## src/rtl/unidade_controle_jogo_pkg.sv

```systemverilog
// unidade_controle_jogo_pkg: state codes shared by the game controller and the datapath debug decode
package unidade_controle_jogo_pkg;
   localparam int W_ESTADO = 4;
   typedef enum logic [W_ESTADO-1:0] {
      INICIAL       = 4'd0,
      PREPARA       = 4'd1,
      JOGANDO       = 4'd2,
      PISCA_ACESO   = 4'd3,
      PISCA_APAGADO = 4'd4,
      CONTA_PISCA   = 4'd5,
      DECIDE        = 4'd6,
      PROXIMO       = 4'd7,
      VITORIA       = 4'd8,
      PERDEU        = 4'd9
   } estado_t;
endpackage

```

## src/rtl/unidade_controle_jogo_if.sv

```systemverilog
// unidade_controle_jogo_if: controller/datapath control and status bundle (perdeu only with TIMEOUT_EN)
interface unidade_controle_jogo_if;
   import unidade_controle_jogo_pkg::*;
   logic iniciar, nivel_concluido, fimT, fimP, nivelIgualUltimoNivel;
   logic contaN, zeraN, contaT, zeraT, contaP, zeraP, zeraM, ganhou, passou_nivel;
   logic [W_ESTADO-1:0] db_estado;
`ifdef TIMEOUT_EN
   logic perdeu;
   modport master (
      input  iniciar, nivel_concluido, fimT, fimP, nivelIgualUltimoNivel,
      output contaN, zeraN, contaT, zeraT, contaP, zeraP, zeraM, ganhou, passou_nivel, db_estado, perdeu
   );
   modport slave (
      output iniciar, nivel_concluido, fimT, fimP, nivelIgualUltimoNivel,
      input  contaN, zeraN, contaT, zeraT, contaP, zeraP, zeraM, ganhou, passou_nivel, db_estado, perdeu
   );
`else
   modport master (
      input  iniciar, nivel_concluido, fimT, fimP, nivelIgualUltimoNivel,
      output contaN, zeraN, contaT, zeraT, contaP, zeraP, zeraM, ganhou, passou_nivel, db_estado
   );
   modport slave (
      output iniciar, nivel_concluido, fimT, fimP, nivelIgualUltimoNivel,
      input  contaN, zeraN, contaT, zeraT, contaP, zeraP, zeraM, ganhou, passou_nivel, db_estado
   );
`endif
endinterface

```

## src/rtl/unidade_controle_jogo_contador.sv

```systemverilog
// contador_m: modulo-M counter with synchronous clear and terminal-count flag
module contador_m #(
   parameter int M = 2000,
   parameter int N = 11
) (
   input  logic clock,
   input  logic reset,
   input  logic zera_s,
   input  logic conta,
   output logic fim
);
   logic [N-1:0] q_q, q_d;
   always_comb begin
      fim = q_q == N'(M - 1);
      q_d = zera_s ? '0 : conta ? (fim ? '0 : q_q + 1'b1) : q_q;
   end
   always_ff @(posedge clock or negedge reset)
      if (!reset) q_q <= '0;
      else q_q <= q_d;
endmodule

```

## src/rtl/unidade_controle_jogo.sv

```systemverilog
// unidade_controle_jogo: Moore FSM sequencing the LED-matrix puzzle datapath.
// TIMEOUT_EN adds the per-level time limit, the PERDEU state and the perdeu output.
module unidade_controle_jogo
   import unidade_controle_jogo_pkg::*;
#(
   parameter int ESPERA_VITORIA = 2000,
   parameter int W_ESPERA = 11
`ifdef TIMEOUT_EN
   , parameter int TEMPO_LIMITE = 60000,
   parameter int W_LIMITE = 16
`endif
) (
   input logic clock,
   input logic reset,
   unidade_controle_jogo_if.master ctl
);
   estado_t estado_q, estado_d;
   logic fim_espera;
   // victory hold counter sits at zero outside VITORIA, so it restarts on every entry
   contador_m #(.M(ESPERA_VITORIA), .N(W_ESPERA)) u_espera (
      .clock(clock), .reset(reset),
      .zera_s(estado_q != VITORIA), .conta(estado_q == VITORIA), .fim(fim_espera)
   );
`ifdef TIMEOUT_EN
   logic fim_limite;
   contador_m #(.M(TEMPO_LIMITE), .N(W_LIMITE)) u_limite (
      .clock(clock), .reset(reset),
      .zera_s(estado_q == PREPARA), .conta(estado_q == JOGANDO), .fim(fim_limite)
   );
`endif
   always_ff @(posedge clock or negedge reset)
      if (!reset) estado_q <= INICIAL;
      else estado_q <= estado_d;
   always_comb begin
      estado_d = INICIAL;
      case (estado_q)
         INICIAL:       estado_d = ctl.iniciar ? PREPARA : INICIAL;
         PREPARA:       estado_d = JOGANDO;
`ifdef TIMEOUT_EN
         JOGANDO:       estado_d = ctl.nivel_concluido ? PISCA_ACESO : fim_limite ? PERDEU : JOGANDO;
         PERDEU:        estado_d = ctl.iniciar ? INICIAL : PERDEU;
`else
         JOGANDO:       estado_d = ctl.nivel_concluido ? PISCA_ACESO : JOGANDO;
`endif
         PISCA_ACESO:   estado_d = ctl.fimT ? PISCA_APAGADO : PISCA_ACESO;
         PISCA_APAGADO: estado_d = !ctl.fimT ? PISCA_APAGADO : ctl.fimP ? DECIDE : CONTA_PISCA;
         CONTA_PISCA:   estado_d = PISCA_ACESO;
         DECIDE:        estado_d = ctl.nivelIgualUltimoNivel ? VITORIA : PROXIMO;
         PROXIMO:       estado_d = PREPARA;
         VITORIA:       estado_d = (ctl.iniciar || fim_espera) ? INICIAL : VITORIA;
         default:       estado_d = INICIAL;
      endcase
   end
   always_comb begin
      ctl.zeraN        = estado_q == INICIAL;
      ctl.zeraT        = estado_q inside {INICIAL, PREPARA, CONTA_PISCA, DECIDE};
      ctl.zeraP        = estado_q inside {INICIAL, PREPARA, DECIDE};
      ctl.contaT       = estado_q inside {PISCA_ACESO, PISCA_APAGADO};
      ctl.contaP       = estado_q == CONTA_PISCA;
      ctl.contaN       = estado_q == PROXIMO;
      ctl.ganhou       = estado_q == VITORIA;
      ctl.passou_nivel = estado_q inside {PISCA_ACESO, VITORIA};
      ctl.db_estado    = estado_q;
`ifdef TIMEOUT_EN
      ctl.zeraM        = estado_q inside {INICIAL, PREPARA, PERDEU};
      ctl.perdeu       = estado_q == PERDEU;
`else
      ctl.zeraM        = estado_q inside {INICIAL, PREPARA};
`endif
   end
endmodule

```

## src/flat_wrapper.sv

```systemverilog
// flat-port wrapper written by rule: the top's interface ports become plain ports
module unidade_controle_jogo_flat import unidade_controle_jogo_pkg::*;
#(
   parameter int ESPERA_VITORIA = 2000,
   parameter int W_ESPERA = 11

)
  (clock, reset, ctl_iniciar, ctl_nivel_concluido, ctl_fimT, ctl_fimP, ctl_nivelIgualUltimoNivel, ctl_contaN, ctl_zeraN, ctl_contaT, ctl_zeraT, ctl_contaP, ctl_zeraP, ctl_zeraM, ctl_ganhou, ctl_passou_nivel, ctl_db_estado);
  unidade_controle_jogo_if ctl_i ();
  input logic clock;
  input logic reset;
  input wire logic [$bits(ctl_i.iniciar)-1:0] ctl_iniciar;
  input wire logic [$bits(ctl_i.nivel_concluido)-1:0] ctl_nivel_concluido;
  input wire logic [$bits(ctl_i.fimT)-1:0] ctl_fimT;
  input wire logic [$bits(ctl_i.fimP)-1:0] ctl_fimP;
  input wire logic [$bits(ctl_i.nivelIgualUltimoNivel)-1:0] ctl_nivelIgualUltimoNivel;
  output wire logic [$bits(ctl_i.contaN)-1:0] ctl_contaN;
  output wire logic [$bits(ctl_i.zeraN)-1:0] ctl_zeraN;
  output wire logic [$bits(ctl_i.contaT)-1:0] ctl_contaT;
  output wire logic [$bits(ctl_i.zeraT)-1:0] ctl_zeraT;
  output wire logic [$bits(ctl_i.contaP)-1:0] ctl_contaP;
  output wire logic [$bits(ctl_i.zeraP)-1:0] ctl_zeraP;
  output wire logic [$bits(ctl_i.zeraM)-1:0] ctl_zeraM;
  output wire logic [$bits(ctl_i.ganhou)-1:0] ctl_ganhou;
  output wire logic [$bits(ctl_i.passou_nivel)-1:0] ctl_passou_nivel;
  output wire logic [$bits(ctl_i.db_estado)-1:0] ctl_db_estado;
  assign ctl_i.iniciar = ctl_iniciar;
  assign ctl_i.nivel_concluido = ctl_nivel_concluido;
  assign ctl_i.fimT = ctl_fimT;
  assign ctl_i.fimP = ctl_fimP;
  assign ctl_i.nivelIgualUltimoNivel = ctl_nivelIgualUltimoNivel;
  assign ctl_contaN = ctl_i.contaN;
  assign ctl_zeraN = ctl_i.zeraN;
  assign ctl_contaT = ctl_i.contaT;
  assign ctl_zeraT = ctl_i.zeraT;
  assign ctl_contaP = ctl_i.contaP;
  assign ctl_zeraP = ctl_i.zeraP;
  assign ctl_zeraM = ctl_i.zeraM;
  assign ctl_ganhou = ctl_i.ganhou;
  assign ctl_passou_nivel = ctl_i.passou_nivel;
  assign ctl_db_estado = ctl_i.db_estado;
  unidade_controle_jogo #(.ESPERA_VITORIA(ESPERA_VITORIA), .W_ESPERA(W_ESPERA)) u_core (.clock(clock), .reset(reset), .ctl(ctl_i));
endmodule
```

## config.mk

```make
export PLATFORM = sky130hd
export DESIGN_NAME = unidade_controle_jogo_flat
export DESIGN_NICKNAME = d
export VERILOG_FILES = /design/src/rtl/unidade_controle_jogo_pkg.sv /design/src/rtl/unidade_controle_jogo_if.sv /design/src/rtl/unidade_controle_jogo_contador.sv /design/src/rtl/unidade_controle_jogo.sv /design/src/flat_wrapper.sv
export SDC_FILE = /design/constraint.sdc
export NUM_CORES = 1
export LEC_CHECK = 0
export CORE_AREA = 2 2 49 51
export CTS_CLUSTER_SIZE = 20
export DETAILED_ROUTE_END_ITERATION = 16
export DIE_AREA = 0 0 51 53
export PLACE_DENSITY = 0.76
export SLEW_MARGIN = 20
export SYNTH_ARGS = -nofsm -noshare
export SYNTH_HDL_FRONTEND = slang
export SYNTH_SLANG_ARGS = --single-unit
export TNS_END_PERCENT = 1
```

## constraint.sdc

```tcl
create_clock -name clock -period 1.4 [get_ports clock]
set_input_delay 0.21 -clock clock [delete_from_list [all_inputs] [get_ports clock]]
set_output_delay 0.21 -clock clock [all_outputs]
set_load 0.02 [all_outputs]
```

==> results.py <==
metrics = {
    "pwr": {
        "leakage_nw": 0.617,
        "vdd_drop_max_mv": 1.63,
        "power.density_mw_per_mm2": 1690,
    },
    "run_status": {
        "status": "complete, but fails checks",
        "violations": "negative setup slack",
    },
    "worst_setup_path": {
        "r2r_start": "u_core.u_espera.q_q[0]$_DFF_PN0_",
        "worst-path-max-fanout": 7,
        "regToRegEndpoint": "u_core.u_espera.q_q[10]$_DFF_PN0_",
        "worstSetupPathType": "reg2out",
        "critPathCapture": "ctl_contaN",
        "crit_path_end_kind": "primary output",
        "rrSetupSlack_ns": -0.09,
        "cp.required_ns": 1.19,
        "arrival_ns": 1.35,
        "cp-startpoint": "u_core.ctl.db_estado[2]$_DFF_PN0_",
        "worstSetupStartpointType": "register",
        "rr_worst_depth": 4,
    },
    "layout": {
        "drive_gt1_frac": 0.527,
        "syn_to_final_growth_pct": 69.0,
        "n_antenna_cell": 0,
        "fin_area_mm2": 0.00154,
        "fin_nets": 157,
        "fin_cells": 176,
    },
    "sta": {
        "setup_ws_ns": -0.160,
        "worst_slew_pin_slew_ns": 0.252,
        "hold_violations": 0,
        "slew_violations": 0,
        "fmax_ghz": 0.641,
        "post-route-min-period_ns": 1.56,
        "rsz0062_at_grt": "yes",
        "fin_crit_sh": 1.11,
        "worst_clock_skew_ns": 0.00116,
        "finalSetupViolations": 12,
        "slew_headroom": 0.831,
    },
    "yosys": {
        "synth_cell_types": 37,
        "synth-seq-cells": 15,
        "synth_mux_area_frac": 0.0110,
        "yosys.area.top_type_share": 0.412,
        "synth-simple-area-share": 0.317,
        "synth_xor_area_frac": 0.0288,
        "synth_area_leaders": "dfrtp_1, o21ai_0, nor2b_1",
        "synth_top_cell_by_area": "dfrtp_1",
        "synthCells": 102,
        "yosysMostFrequentCell": "dfrtp_1",
        "synth_edf_count": 0,
        "synthFlopType": "dfrtp_1",
        "syn_nets": 110,
        "yosysSeqAreaShare": 0.412,
        "synthArstFlopShare": 1.00,
        "synth-adder-area-share": 0.0137,
        "netlist_area_um2": 911,
        "synth-compound-area-share": 0.168,
        "ys_warn_count": 0,
        "avgSynthCellArea_um2": 8.93,
        "yosys-top-cells-count": "dfrtp_1, o21ai_0, nand2_1, nor2_1",
        "synth_top_family_by_area": "simple AND/OR/NAND/NOR gates",
    },
    "global_route": {
        "first_global_vias": 960,
        "grt_use_total": 0.209,
        "antenna_found_initial": 0,
        "grt_first_pass_wirelength_um": 4230,
        "overflow": 0,
        "grt_max_degree": 16,
    },
    "run": {
        "maxCapViolCount": 0,
    },
    "clock_tree": {
        "clkTransAtPathRegs_ns": 0.09,
        "cts.sinks": 15,
        "cts_root_buf": "clkbuf_4",
        "cts.path.max_buffers": 2,
        "insertion_delay_ns": 0.28,
        "cts_tree": "done",
        "postCtsHoldBufs": 0,
        "htree_levels": 1,
        "numCtsBuffers": 3,
    },
    "detailed_routing": {
        "wl_um": 2620,
        "drc": 0,
        "vias": 975,
        "routedWlPerCell_um": 14.9,
        "first_pass_iters": 4,
        "vias_per_cell": 5.54,
        "antenna_left": 0,
        "drt_iter0_drc": 17,
    },
    "floorplanning": {
        "rows": 17,
        "ioPinCount": 20,
        "die_y_um": 53,
        "die_x_um": 51,
        "start_util": 0.424,
        "core_area_mm2": 0.00215,
        "dieArea_mm2": 0.00270,
    },
    "place": {
        "hpwlAfterDp_um": 1730,
        "gp_congestion": 0.805,
        "dp_slack_ns": -0.342,
        "port_buffers": 19,
        "place_inst": 164,
        "placed_cell_area_mm2": 0.00133,
    },
    "min_path": {
        "worstHoldPathType": "in2async",
    },
}
[critical path, cell delays in order (launching register included)]
cell and delay (ns):
dfrtp_2 0.43, nor2b_4 0.20, buf_6 0.12, and3_4 0.20, buf_6 0.12
[worst min path at each step]
| stage | startpoint | end | slack, ns | depth (start not counted) |
|---|---|---|---|---|
| 2_1_floorplan | reset | u_core.ctl.db_estado[0]$_DFF_PN0_ | -0.09 | 0 |
| 3_3_place_gp | u_core.u_espera.q_q[0]$_DFF_PN0_ | u_core.u_espera.q_q[0]$_DFF_PN0_ | 0.49 | 1 |
| 3_5_place_dp | u_core.u_espera.q_q[0]$_DFF_PN0_ | u_core.u_espera.q_q[0]$_DFF_PN0_ | 0.50 | 1 |
| 4_1_cts | reset | u_core.u_espera.q_q[5]$_DFF_PN0_ | 0.25 | 2 |
| 5_1_grt | reset | u_core.ctl.db_estado[0]$_DFF_PN0_ | 0.24 | 2 |
| 6_report | reset | u_core.u_espera.q_q[5]$_DFF_PN0_ | 0.24 | 2 |
[per-stage QoR]
step	TNS, ns	power [mW]	hold slack [ns]	util
3_3_place_gp	-2.63	1.87	0.487	0.619
2_1_floorplan	-0.157	1.32	-0.0856	-
3_5_place_dp	-2.83	1.90	0.498	0.619
5_1_grt	-2.53	2.74	0.243	0.716
6_report	-1.37	2.60	0.240	0.716
4_1_cts	-1.19	2.51	0.246	0.693
[timing repair]
item	4_1_cts	5_1_grt
cloned	0	0
buffers inserted	7	1
setup endpoints to repair	17	24
gates resized for setup	89	12
pin swaps	7	4
[flip-flops by register name (all words and copies together) (netlist names)]
name / cells
u_core.u_espera.q_q: 11
u_core.ctl.db_estado: 4
[cells in the final DEF (no fill, tap or decap), types with 3 or more instances in the layout]
master and instances:
o21ai_0 8, dfrtp_1 11, a211oi_2 3, buf_6 16
nand2_1 6, nor2b_1 3, nor2_2 5, clkdlybuf4s50_1 6
clkbuf_4 3, nand3_1 4, nor2b_4 3, inv_1 3
dfrtp_2 4, buf_4 25, or3_1 3, nor3_1 3
[layer usage]
| layer | GRT usage | wire length (um) | vias to the layer above |
|---|---|---|---|
| li1 | - | - | 467 |
| met1 | 0.242 | 1140 | 487 |
| met2 | 0.385 | 1370 | 17 |
| met3 | 0.0537 | 88 | 4 |
| met4 | 0.0450 | 27 | 0 |
| met5 | 0 | 0 | - |
[cell families after synthesis]
logic type | count (synthesis)
AND/OR/NAND/NOR | 48
multiplexers | 1
XOR/XNOR | 3
buffers and inverters | 11
flip-flops | 15
adder cells (fa/ha/maj) | 1
AO/OA/AOI/OAI | 23
[power by group]
group          internal, mW  total [mW]  switching, mW
Clock                 0.111       0.248          0.137
Combinational         0.914        1.74          0.831
Sequential            0.490       0.611          0.121
Total                  1.52        2.60           1.09
[layout make-up]
| class | count | area, um^2 |
|---|---|---|
| tap | 28 | 35.0 |
| inverter | 4 | 15.0 |
| fill | 147 | 609 |
| clock buffer | 4 | 26.3 |
| timing repair buffer | 49 | 438 |
| multi-input combinational | 76 | 644 |
| sequential | 15 | 380 |
Note: power is estimated with default switching activity, not from simulation.
